--- src/rtl/mips_mc_control.sv ---
// Multi-cycle MIPS control unit: Moore FSM sequencing one instruction at a time,
// stalling in FETCH, MEMRD and MEMWR until memory signals mem_ready.
module mips_mc_control (
    input  logic       clk,
    input  logic       rst,
    input  logic [5:0] opcode,
    input  logic       mem_ready,
    output logic       pc_write,
    output logic       pc_write_cond,
    output logic       i_or_d,
    output logic       mem_read,
    output logic       mem_write,
    output logic       ir_write,
    output logic       mem_to_reg,
    output logic       reg_dst,
    output logic       reg_write,
    output logic       alu_src_a,
    output logic [1:0] alu_src_b,
    output logic [1:0] alu_op,
    output logic [1:0] pc_source,
    output logic       illegal_op,
    output logic [3:0] state
);

    localparam logic [5:0] OP_RTYPE = 6'b000000;
    localparam logic [5:0] OP_LW    = 6'b100011;
    localparam logic [5:0] OP_SW    = 6'b101011;
    localparam logic [5:0] OP_BEQ   = 6'b000100;
    localparam logic [5:0] OP_J     = 6'b000010;
    localparam logic [5:0] OP_ADDI  = 6'b001000;

    typedef enum logic [3:0] {
        S_FETCH  = 4'd0,
        S_DECODE = 4'd1,
        S_MEMADR = 4'd2,
        S_MEMRD  = 4'd3,
        S_MEMWB  = 4'd4,
        S_MEMWR  = 4'd5,
        S_EXEC   = 4'd6,
        S_ALUWB  = 4'd7,
        S_BRANCH = 4'd8,
        S_JUMP   = 4'd9,
        S_ADDIEX = 4'd10,
        S_ADDIWB = 4'd11
    } state_t;

    state_t cur_state, next_state;

    // NOTE: state registers use non-blocking assignments so every flop samples pre-edge values.
    always_ff @(posedge clk or posedge rst) begin
        if (rst) cur_state <= S_FETCH;
        else     cur_state <= next_state;
    end

    assign state = cur_state;

    // NOTE: every output and next_state gets a default first so no path infers a latch.
    always_comb begin
        next_state    = S_FETCH;
        pc_write      = 1'b0;
        pc_write_cond = 1'b0;
        i_or_d        = 1'b0;
        mem_read      = 1'b0;
        mem_write     = 1'b0;
        ir_write      = 1'b0;
        mem_to_reg    = 1'b0;
        reg_dst       = 1'b0;
        reg_write     = 1'b0;
        alu_src_a     = 1'b0;
        alu_src_b     = 2'b00;
        alu_op        = 2'b00;
        pc_source     = 2'b00;
        illegal_op    = 1'b0;

        case (cur_state)
            S_FETCH: begin
                mem_read   = 1'b1;
                alu_src_b  = 2'b01;
                ir_write   = mem_ready;
                pc_write   = mem_ready;
                next_state = mem_ready ? S_DECODE : S_FETCH;
            end
            S_DECODE: begin
                alu_src_b = 2'b11;
                case (opcode)
                    OP_LW, OP_SW: next_state = S_MEMADR;
                    OP_RTYPE:     next_state = S_EXEC;
                    OP_BEQ:       next_state = S_BRANCH;
                    OP_J:         next_state = S_JUMP;
                    OP_ADDI:      next_state = S_ADDIEX;
                    default: begin
                        illegal_op = 1'b1;
                        next_state = S_FETCH;
                    end
                endcase
            end
            S_MEMADR: begin
                alu_src_a = 1'b1;
                alu_src_b = 2'b10;
                if (opcode == OP_LW)      next_state = S_MEMRD;
                else if (opcode == OP_SW) next_state = S_MEMWR;
            end
            S_MEMRD: begin
                mem_read   = 1'b1;
                i_or_d     = 1'b1;
                next_state = mem_ready ? S_MEMWB : S_MEMRD;
            end
            S_MEMWB: begin
                reg_write  = 1'b1;
                mem_to_reg = 1'b1;
            end
            S_MEMWR: begin
                mem_write  = 1'b1;
                i_or_d     = 1'b1;
                next_state = mem_ready ? S_FETCH : S_MEMWR;
            end
            S_EXEC: begin
                alu_src_a  = 1'b1;
                alu_op     = 2'b10;
                next_state = S_ALUWB;
            end
            S_ALUWB: begin
                reg_write = 1'b1;
                reg_dst   = 1'b1;
            end
            S_BRANCH: begin
                alu_src_a     = 1'b1;
                alu_op        = 2'b01;
                pc_write_cond = 1'b1;
                pc_source     = 2'b01;
            end
            S_JUMP: begin
                pc_write  = 1'b1;
                pc_source = 2'b10;
            end
            S_ADDIEX: begin
                alu_src_a  = 1'b1;
                alu_src_b  = 2'b10;
                next_state = S_ADDIWB;
            end
            S_ADDIWB: begin
                reg_write = 1'b1;
            end
            default: next_state = S_FETCH;
        endcase

        // Outputs must drop the instant rst rises, before the state register is seen to change.
        if (rst) begin
            pc_write      = 1'b0;
            pc_write_cond = 1'b0;
            i_or_d        = 1'b0;
            mem_read      = 1'b0;
            mem_write     = 1'b0;
            ir_write      = 1'b0;
            mem_to_reg    = 1'b0;
            reg_dst       = 1'b0;
            reg_write     = 1'b0;
            alu_src_a     = 1'b0;
            alu_src_b     = 2'b00;
            alu_op        = 2'b00;
            pc_source     = 2'b00;
            illegal_op    = 1'b0;
        end
    end

endmodule

--- config.mk ---
export PLATFORM = sky130hd
export DESIGN_NAME = mips_mc_control
export DESIGN_NICKNAME = d
export VERILOG_FILES = /design/src/rtl/mips_mc_control.sv
export SDC_FILE = /design/constraint.sdc
export NUM_CORES = 1
export LEC_CHECK = 0
export ABC_AREA = 1
export BUFFER_PORTS_ARGS = -buffer_cell sky130_fd_sc_hd__buf_2
export CORE_AREA = 2 2 39 41
export CTS_CLUSTER_SIZE = 14
export DETAILED_ROUTE_END_ITERATION = 8
export DIE_AREA = 0 0 41 43
export PLACE_DENSITY = 0.73
export SETUP_SLACK_MARGIN = 0.3
export SYNTH_ARGS = -nofsm -noshare
export SYNTH_HDL_FRONTEND = slang
export SYNTH_SLANG_ARGS = --single-unit
export TNS_END_PERCENT = 1
--- constraint.sdc ---
create_clock -name clk -period 1.85 [get_ports clk]
set_clock_uncertainty 0.15 [all_clocks]
set_input_delay 0.37 -clock clk [delete_from_list [all_inputs] [get_ports clk]]
set_output_delay 0.37 -clock clk [all_outputs]
set_load 0.005 [all_outputs]
==> flow_summary.yaml <==
status:
  status: "finished, violations left"
  violations: "setup timing"
synthesis:
  syn_nets: 113
  yosys_warnings: 0
  synth_top_area_cell: "nor2_1"
  synthFlopType: "dfrtp_1"
  synth_top_area_share_pct: 20.0
  ys_ff_latch: 4
  netlist_area_sq_um: 527
  ys_seq_area_share_pct: 19.0
  synth_area_leaders: "nor2_1 (20%), dfrtp_1 (19%), nand2_1 (17%)"
  synth-edff-count: 0
  synth_compound_gate_area_share_pct: 4.99
  synthCells: 104
  synthArstFlopShare_pct: 100
  ys_top_cells_by_count: "nor2_1 (28), nand2_1 (24), inv_1 (16), nand3_1 (16)"
  synth_top_family_by_area: "simple AND/OR/NAND/NOR gates"
  yosys.area_share.xor_xnor_pct: 0
  synth_cell_types: 16
  avgSynthCellArea_sq_um: 5.06
  yosysMostFrequentCell: "nor2_1"
  synthAdderAreaFrac_pct: 0
  synth_mux_area_share_pct: 0
  synth-simple-area-share_pct: 60.8
timing:
  setup_violations: 4
  setup-tns-final_ns: -0.0661
  tightest_slew_ns: 0.302
  fmax_mhz: 529
  period_share_pct: 102
  rsz0062_at_grt: "true"
  final-max-slew-violation-count: 0
  hold_viol_final: 0
  maxSlewHeadroom_pct: 79.8
  fin_crit_ns: 1.89
  fin_hold_ws_ns: 0.201
  setup_ws_ns: -0.0398
clocking:
  cts_root_buf: "clkbuf_4"
  insertion_delay_ns: 0.23
  cts_tree: "built"
  path_clk_slew_ns: 0.04
  h-tree-depth: 1
  cts_buffer_depth: 2
  cts_hold_buf: 0
  numCtsBuffers: 3
  clock-sinks: 4
critical_path:
  max_stage_delay_ns: 0.44
  cp_top_family: "flip-flops"
  start_kind: "register"
  cp_common_cell: "buf_4"
  crit_arrival_ns: 1.37
  crit_chain: "buf_4 -> buf_4 -> nand2_2 -> nand3_2 -> a21oi_1 -> buf_2"
  worstPathRequired_ns: 1.33
  crit_fanout: 4
  worst_path_max_delay_cell: "dfrtp_2"
  worst-setup-path-type: "reg2out"
  endpoint_kind: "primary output"
  cp_num_buf_inv: 3
floorplanning:
  die_width_microns: 41
  start_util_pct: 38.1
  io_pins: 30
  fp-row-count: 14
  die-area_sq_mm: 0.00176
  core-area_sq_mm: 0.00138
  die_h_microns: 43
pwr:
  vdd_ir_drop_max_uv: 305
  power.density_mw_per_mm2: 383
  p_leak_uw: 0.000584
  totalPowerFinal_uw: 351
global_route:
  grt_pass1_wl_mm: 2.62
  overflow: 0
  antenna_found_initial: 0
  grt_util_all_layers_pct: 21.2
  grt_max_degree: 12
  grt_pass1_vias: 689
place:
  io_buffers: 29
  place_congestion: 0.837
  hpwl_mm: 1.23
drt:
  drc: 0
  finalWirelength_mm: 1.82
  drt-pass1-iter-count: 4
  wl_per_cell_microns: 11.0
  ant_nets: 0
  vias_per_cell: 4.91
  vias: 810
  drt_iter0_drc: 11
layout:
  largest_register_ffs: 4
  multi_input_area_sq_um: 427
  layout-drive-gt1-share_pct: 48.3
  diodes: 0
  fillers: 122
  final_nets: 160
  seqCellArea_sq_um: 105
  syn_to_final_growth_pct: 74.1
  fin_util_pct: 66.3
run:
  maxCapViolCount: 0
min_path:
  hold_path_class: "in2async"
==> cell usage in the layout, fill, tap and decap left out, types with 4 or more instances in the layout <==
master	n
a21oi_1	4
nand2_1	18
buf_2	29
nand3_1	15
nor2_4	5
inv_1	13
buf_4	12
dfrtp_2	4
nor2_1	24
nand2_2	4
==> area by class of cell <==
cell class / instances / area share [%]
well taps: 16 / 2.18
flip-flops and latches: 4 / 11.5
repair buffers: 44 / 29.3
inverters: 18 / 8.05
clock buffers: 3 / 2.46
multi-input cells: 80 / 46.5
==> power by group <==
part	internal (uW)	switching [uW]	leakage [uW]
Sequential	92.4	7.89	0.0000481
Combinational	68.9	79.2	0.000522
Clock	72.2	30.6	0.0000138
Total	233	118	0.000584
==> final timing paths <==
| check | endpoint | from | depth (start not counted) | slack, ns |
|---|---|---|---|---|
| max in group asynchronous | state[3] | rst | 3 | 1.23 |
| max reg2reg | state[0] | state[2] | 8 | 0.40 |
| min reg2reg | state[3] | state[2] | 3 | 0.60 |
| max | reg_write | state[0] | 6 | -0.04 |
| min | state[0] | rst | 3 | 0.20 |
| min in group clk | state[2] | opcode[4] | 4 | 0.35 |
==> per-layer routing <==
layer / wire length [microns] / track usage [%]
met1: 705 / 22.8
met2: 966 / 39.1
met3: 102 / 1.57
met4: 45 / 8.00
met5: 0 / 0
==> tightest hold or removal path, stage by stage <==
cell and delay (ns):
buf_2 0.16, inv_1 0.19, buf_4 0.18
==> repair_timing <==
action / CTS / global route
buffers inserted: 6 / 4
setup endpoints to repair: 17 / 17
pin swaps: 2 / 9
gates resized for setup: 16 / 17
==> stage by stage <==
stage,cells,setup slack (ns),area [sq um]
detailed placement,152,0.146,718
global route,165,-0.0905,917
finish,165,-0.0398,917
CTS,161,0.00818,831
global placement,152,0.185,718
floorplan,104,0.308,527
==> logic make-up after synthesis <==
| kind of cell | Yosys count |
|---|---|
| AO/OA/AOI/OAI | 5 |
| flip-flops | 4 |
| buffers and inverters | 20 |
| AND/OR/NAND/NOR | 75 |
Note: power is estimated with default switching activity, not from simulation.
